[src/rtl/button_pkg.sv]
// Shared definitions for the push-button step controller.
//   state_t    : controller FSM encoding
//   cnt_width  : counter width for a terminal count of n (at least 1 bit)
package button_pkg;

  typedef enum logic [1:0] {
    IDLE      = 2'd0,
    HOLD_WAIT = 2'd1,
    REPEAT    = 2'd2
  } state_t;

  function automatic int unsigned cnt_width(input int unsigned n);
    return (n <= 2) ? 1 : $clog2(n);
  endfunction

endpackage

[src/rtl/debounce_filter.sv]
// Synchronizes a raw key input and accepts a level change only after it has
// been stable for DEBOUNCE_CYCLES consecutive clocks.
//   i_clk     : system clock
//   i_rst     : asynchronous reset, active-high
//   i_btn_raw : raw asynchronous key
//   o_level   : filtered level (1 = pressed), changes one clock ahead of the
//               registered btn_level in the top so the FSM can pulse with it
module debounce_filter
  import button_pkg::*;
#(
  parameter int unsigned SYNC_STAGES     = 2,
  parameter int unsigned DEBOUNCE_CYCLES = 1000000,
  parameter bit          ACTIVE_LOW      = 1'b1
) (
  input  logic i_clk,
  input  logic i_rst,
  input  logic i_btn_raw,
  output logic o_level
);

  localparam int unsigned   DW      = cnt_width(DEBOUNCE_CYCLES);
  localparam logic [DW-1:0] DB_LAST = DW'(DEBOUNCE_CYCLES - 1);

  logic [SYNC_STAGES-1:0] r_sync;
  logic [DW-1:0]          r_cnt;
  logic                   r_level;
  logic                   w_in;
  logic                   w_s_sync;

  assign w_in     = ACTIVE_LOW ? ~i_btn_raw : i_btn_raw;
  assign w_s_sync = r_sync[SYNC_STAGES-1];
  assign o_level  = r_level;

  always_ff @(posedge i_clk or posedge i_rst) begin
    if (i_rst) begin
      r_sync  <= '0;
      r_cnt   <= '0;
      r_level <= 1'b0;
    end else begin
      r_sync <= {r_sync[SYNC_STAGES-2:0], w_in};
      if (w_s_sync == r_level) begin
        r_cnt <= '0;
      end else if (r_cnt == DB_LAST) begin
        r_level <= ~r_level;
        r_cnt   <= '0;
      end else begin
        r_cnt <= r_cnt + DW'(1);
      end
    end
  end

endmodule

[src/rtl/button_step_ctrl.sv]
// Push-button front end: debounces a key and issues one-cycle press,
// auto-repeat and release pulses; step = press | repeat drives cnt_en.
//   clk, rst        : system clock, asynchronous active-high reset
//   btn_raw         : raw key input
//   repeat_en       : auto-repeat enable (timer freezes while low)
//   btn_level       : debounced pressed level
//   press_pulse     : one cycle on accepted press
//   repeat_pulse    : one cycle per auto-repeat tick
//   release_pulse   : one cycle on accepted release
//   step            : press_pulse | repeat_pulse
//
// state     | meaning
// IDLE      | key released, waiting for accepted press
// HOLD_WAIT | pressed, counting HOLD_CYCLES to first repeat
// REPEAT    | pressed, repeating every REPEAT_CYCLES
module button_step_ctrl
  import button_pkg::*;
#(
  parameter int unsigned SYNC_STAGES     = 2,
  parameter int unsigned DEBOUNCE_CYCLES = 1000000,
  parameter int unsigned HOLD_CYCLES     = 25000000,
  parameter int unsigned REPEAT_CYCLES   = 5000000,
  parameter bit          ACTIVE_LOW      = 1'b1
) (
  input  logic clk,
  input  logic rst,
  input  logic btn_raw,
  input  logic repeat_en,
  output logic btn_level,
  output logic press_pulse,
  output logic repeat_pulse,
  output logic release_pulse,
  output logic step
);

  localparam int unsigned   MAX_CYC  = (HOLD_CYCLES > REPEAT_CYCLES) ? HOLD_CYCLES : REPEAT_CYCLES;
  localparam int unsigned   TW       = cnt_width(MAX_CYC);
  localparam logic [TW-1:0] HOLD_LAST = TW'(HOLD_CYCLES - 1);
  localparam logic [TW-1:0] REP_LAST  = TW'(REPEAT_CYCLES - 1);

  logic          w_filt;
  logic [TW-1:0] w_last;
  state_t        r_state;
  logic [TW-1:0] r_timer;
  logic          r_btn_level;
  logic          r_press;
  logic          r_repeat;
  logic          r_release;

  debounce_filter #(
    .SYNC_STAGES    (SYNC_STAGES),
    .DEBOUNCE_CYCLES(DEBOUNCE_CYCLES),
    .ACTIVE_LOW     (ACTIVE_LOW)
  ) u_debounce (
    .i_clk    (clk),
    .i_rst    (rst),
    .i_btn_raw(btn_raw),
    .o_level  (w_filt)
  );

  assign w_last = (r_state == REPEAT) ? REP_LAST : HOLD_LAST;

  // btn_level is registered alongside the pulses so a pulse and the level
  // change it announces appear in the same cycle.
  always_ff @(posedge clk or posedge rst) begin
    if (rst) begin
      r_state     <= IDLE;
      r_timer     <= '0;
      r_btn_level <= 1'b0;
      r_press     <= 1'b0;
      r_repeat    <= 1'b0;
      r_release   <= 1'b0;
    end else begin
      r_btn_level <= w_filt;
      r_press     <= 1'b0;
      r_repeat    <= 1'b0;
      r_release   <= 1'b0;
      case (r_state)
        IDLE: begin
          if (w_filt) begin
            r_press <= 1'b1;
            r_timer <= '0;
            r_state <= HOLD_WAIT;
          end
        end
        HOLD_WAIT, REPEAT: begin
          // release wins over a repeat falling due in the same cycle
          if (!w_filt) begin
            r_release <= 1'b1;
            r_timer   <= '0;
            r_state   <= IDLE;
          end else if (repeat_en) begin
            if (r_timer == w_last) begin
              r_repeat <= 1'b1;
              r_timer  <= '0;
              r_state  <= REPEAT;
            end else begin
              r_timer <= r_timer + TW'(1);
            end
          end
        end
        default: begin
          r_state <= IDLE;
          r_timer <= '0;
        end
      endcase
    end
  end

  assign btn_level     = r_btn_level;
  assign press_pulse   = r_press;
  assign repeat_pulse  = r_repeat;
  assign release_pulse = r_release;
  assign step          = r_press | r_repeat;

endmodule

[config.mk]
export PLATFORM = sky130hd
export DESIGN_NAME = button_step_ctrl
export DESIGN_NICKNAME = d
export VERILOG_FILES = /design/src/rtl/button_pkg.sv /design/src/rtl/debounce_filter.sv /design/src/rtl/button_step_ctrl.sv
export SDC_FILE = /design/constraint.sdc
export NUM_CORES = 1
export LEC_CHECK = 0
export CELL_PAD_IN_SITES_DETAIL_PLACEMENT = 1
export CELL_PAD_IN_SITES_GLOBAL_PLACEMENT = 1
export CORE_AREA = 2 2 80 82
export CTS_CLUSTER_SIZE = 24
export DETAILED_ROUTE_END_ITERATION = 7
export DIE_AREA = 0 0 82 84
export PLACE_DENSITY = 0.81
export SLEW_MARGIN = 0
export SYNTH_ARGS = -nofsm -noshare
export SYNTH_HDL_FRONTEND = slang
export SYNTH_SLANG_ARGS = --single-unit
[constraint.sdc]
create_clock -name clk -period 2.72 [get_ports clk]
set_clock_uncertainty 0.15 [all_clocks]
set_input_delay 0.544 -clock clk [delete_from_list [all_inputs] [get_ports clk]]
set_output_delay 0.544 -clock clk [all_outputs]
set_load 0.03 [all_outputs]
==> metrics.md, run 1 <==
| Metric | Value |
|---|---|
| Maximum number of pins on one net before global-route repair | 55 |
| Min cycle time layout | 2.38 ns |
| Type of the setup path with the least slack | reg -> reg |
| Vertical extent of the die | 84 um |
| Cell-internal power | 0.00112 W |
| Clk Latency, worst-skew pair | 0.31 ns |
| Post-detailed-route DRC marker count | 0 |
| Drt first-iter violations | 124 |
| Initial core utilization | 0.461 |
| Number of enable flip-flop cells after synthesis | 0 |
| Flip-flop and latch count after synthesis | 54 |
| Inserted Diodes | 0 |
| Met2 demand-to-capacity share in global routing | 0.352 |
| Die span in x | 82 um |
| CP arrival | 2.47 ns |
| Hold Buf Count CTS | 0 |
| Max-slew violation total from the final report | 0 |
| Number of rows in the core area | 29 |
| Period Utilization, post-route | 0.874 |
| Deepest level of the CTS H-tree | 2 |
| Routed len/inst | 17.5 um |
| Number of maximum-capacitance constraint violations | 0 |
| Detailed-router iteration count before antenna repair | 4 |
| Grt peak-use layer | met2 |
| Setup-violating endpoint count in the final report | 0 |
| Clock tree from TritonCTS | yes |
| Register Area | 0.00135 mm^2 |
| Part of the total power dissipated in the clock network | 0.407 |
| Most used cells in the layout excluding fill and tap cells | 54 x dfrtp_1, 32 x nor2_1, 27 x nand2_1, 23 x nand3_1, 18 x xnor2_1 |
| Placement-stage worst setup slack | 0.237 ns |
| Deepest clock path buffer count | 2 |
| Required time at the worst-slack endpoint | 2.81 ns |
| Part of the Yosys area used for sequential elements | 0.481 |
| Detail Placement HPWL | 4640 um |
| Leakage power of the design | 1.27 nW |
| Fillers | 713 |
| Proportion of power drawn by combinational gates | 0.027 |
| Power share of the sequential group | 0.566 |
| Total power density per cell area | 460 mW/mm^2 |
| CTS Buf Count | 5 |
| Number of buffers inserted by port buffering | 8 |
| Residual antenna-violating net count after detailed routing | 0 |
| Tightest Pin Transition | 0.639 ns |
| Combined area of the multi-input logic cells | 0.00138 mm^2 |
| First-pass GRT wire length | 11,700 um |
| Final TNS setup | 0 ns |
| Combined global-route utilization of all metal layers | 0.220 |
| Most common flop cell mapped by yosys | dfrtp_1 |
| Layout net count | 310 |
| Post-Syn Area per Cell | 9.76 um^2 |
| Clock slew at reported path FFs | 0.11 ns |
| Number of global-route vias before repair | 2,360 |
| Syn nets | 296 |
| Initial antenna violation count | 0 |
| Ratio of cells with drive above 1 in the final layout | 0.116 |
| Final critical-path setup slack | 0.342 ns |
| Type of element capturing the critical path | flop |
| Count of pins on the block boundary | 9 |
| Proportion of synthesized flip-flops having asynchronous set or reset | 1.00 |
| Fraction of met3 tracks used by global routing | 0.0314 |
| Cell area after technology mapping | 0.00281 mm^2 |
| Number of synthesis warnings | 0 |
| Post-layout instance count excluding filler cells | 380 |
| Via total after detailed routing | 2,172 |
| Startpoint kind of the worst setup timing path | flop |
| Placer Congestion | 0.821 |
| CTS sink cnt | 54 |
| Max-slew headroom | 0.572 |
| Cell count after placement | 372 |
| Worst-case hold slack | 0.219 ns |
| Highest net fanout along the worst path | 13 |
| Type of the most critical hold path | reg -> reg |
| Max rail drop VDD | 0.216 mV |
| Buffer cell driving the clock tree root | clkbuf_8 |
| Number of instances resized during post-cts repair | 0 |
| Most frequent standard cell in the layout excluding fill and tap cells | dfrtp_1 |
| Met1 track demand over resource in global routing | 0.300 |
| Overall die area | 0.00689 mm^2 |
| Sum of overflow across all layers after global routing | 0 |
| RSZ-0062 raised after global routing | no |
| Number of unique standard cell types used by synthesis | 48 |
| Number of cells produced by synthesis | 288 |
| Post-detailed-route via-to-cell ratio | 5.72 |
| Hold violation count in the final report | 0 |
| Run status | completed |
| Core footprint | 0.00610 mm^2 |
| Setup repair bufs after CTS | 0 |
| Fmax | 420 MHz |
| Net Sw Power | 0.000312 W |
| Switching portion of total power | 0.217 |
| Final wirelength | 6630 um |
| Growth of design area from synthesis to finish | 11.0% |
## layer usage
metal | share of wire | vias to the layer above | wire [um]
li1 | - | 1037 | -
met1 | 0.47 | 1102 | 3120
met2 | 0.50 | 27 | 3330
met3 | 0.017 | 6 | 114
met4 | 0.010 | 0 | 69
met5 | 0 | - | 0
## stage by stage
| step | utilization | area (um^2) | power [W] |
|---|---|---|---|
| finish | 0.512 | 3120 | 0.00144 |
| CTS | 0.512 | 3120 | 0.00144 |
| global route | 0.512 | 3120 | 0.00149 |
| detailed placement | 0.492 | 3000 | 0.000869 |
| global placement | 0.492 | 3000 | 0.000867 |
| floorplan | - | 2810 | 0.000850 |
## flip-flops by register name, summed over array words and instances, names as in the netlist
signal	cells
u_debounce.o_level	1
u_debounce.r_sync	2
repeat_pulse	1
press_pulse	1
release_pulse	1
btn_level	1
u_debounce.r_cnt	20
r_state	2
r_timer	25
## power groups by stage
stage          logic (W)  clock network [W]  registers, W
4_1_cts        0.0000412           0.000590      0.000812
3_5_place_dp   0.0000408                  0      0.000828
2_1_floorplan  0.0000233                  0      0.000827
6_report       0.0000392           0.000584      0.000812
3_3_place_gp   0.0000391                  0      0.000828
5_1_grt        0.0000457           0.000628      0.000813
## path summary, 6_finish.rpt
kind                                      start                   end  slack [ns]  depth (start not counted)
setup / recovery                     r_state[1]            r_state[1]        0.34                          8
hold / removal             u_debounce.r_sync[0]  u_debounce.r_sync[1]        0.22                          0
setup reg to reg                     r_state[1]            r_state[1]        0.34                          8
hold reg to reg            u_debounce.r_sync[0]  u_debounce.r_sync[1]        0.22                          0
max in group asynchronous                   rst           r_timer[11]        1.73                          3
min in group asynchronous                   rst            r_timer[4]        0.45                          3
## synth_stat cells (4+ instances only)
cell	number	area, um^2
nor4_1	10	62.6
ha_1	4	50.1
inv_1	12	45.0
o21ai_0	5	25.0
nor2_2	10	62.6
nor2_1	32	120
nand4_1	13	81.3
and4_1	4	35.0
xnor2_1	18	158
nor3_1	9	45.0
nand3_1	23	115
dfrtp_1	54	1350
xor2_1	14	123
nand2_1	27	101
## worst max-delay path, cell delays in order, from the launching register on
cell	delay (ns)
dfrtp_1	0.40
inv_1	0.06
ha_1	0.32
nand2_1	0.25
a2bb2oi_2	0.34
o2111ai_1	0.19
o21ai_2	0.14
buf_4	0.28
a2bb2oi_1	0.17
## cell type report
type,instances,share of cell area
inverters,12,0.0144
clock buffers,6,0.0265
flip-flops and latches,54,0.433
well taps,77,0.0309
repair buffers,13,0.0417
clock inverters,2,0.0124
multi-input cells,216,0.441
## logic make-up after synthesis
| group | synth area share |
|---|---|
| AND/OR/NAND/NOR | 0.300 |
| XOR/XNOR | 0.0997 |
| flip-flops | 0.481 |
| AO/OA/AOI/OAI | 0.0686 |
| multiplexers | 0.00356 |
| buffers and inverters | 0.0294 |
| adder cells (fa/ha/maj) | 0.0178 |
Power figures use the tool's default switching activity.
==> inputs of run 2 (changes only) <==
--- a/config.mk
+++ b/config.mk
@@ -12,6 +12,7 @@
 export DETAILED_ROUTE_END_ITERATION = 7
 export DIE_AREA = 0 0 82 84
 export PLACE_DENSITY = 0.81
+export SKIP_CTS_REPAIR_TIMING = 1
 export SLEW_MARGIN = 0
 export SYNTH_ARGS = -nofsm -noshare
 export SYNTH_HDL_FRONTEND = slang
==> results of run 2 <==
Final layout, timing and power as in run 1 (identical DEF).
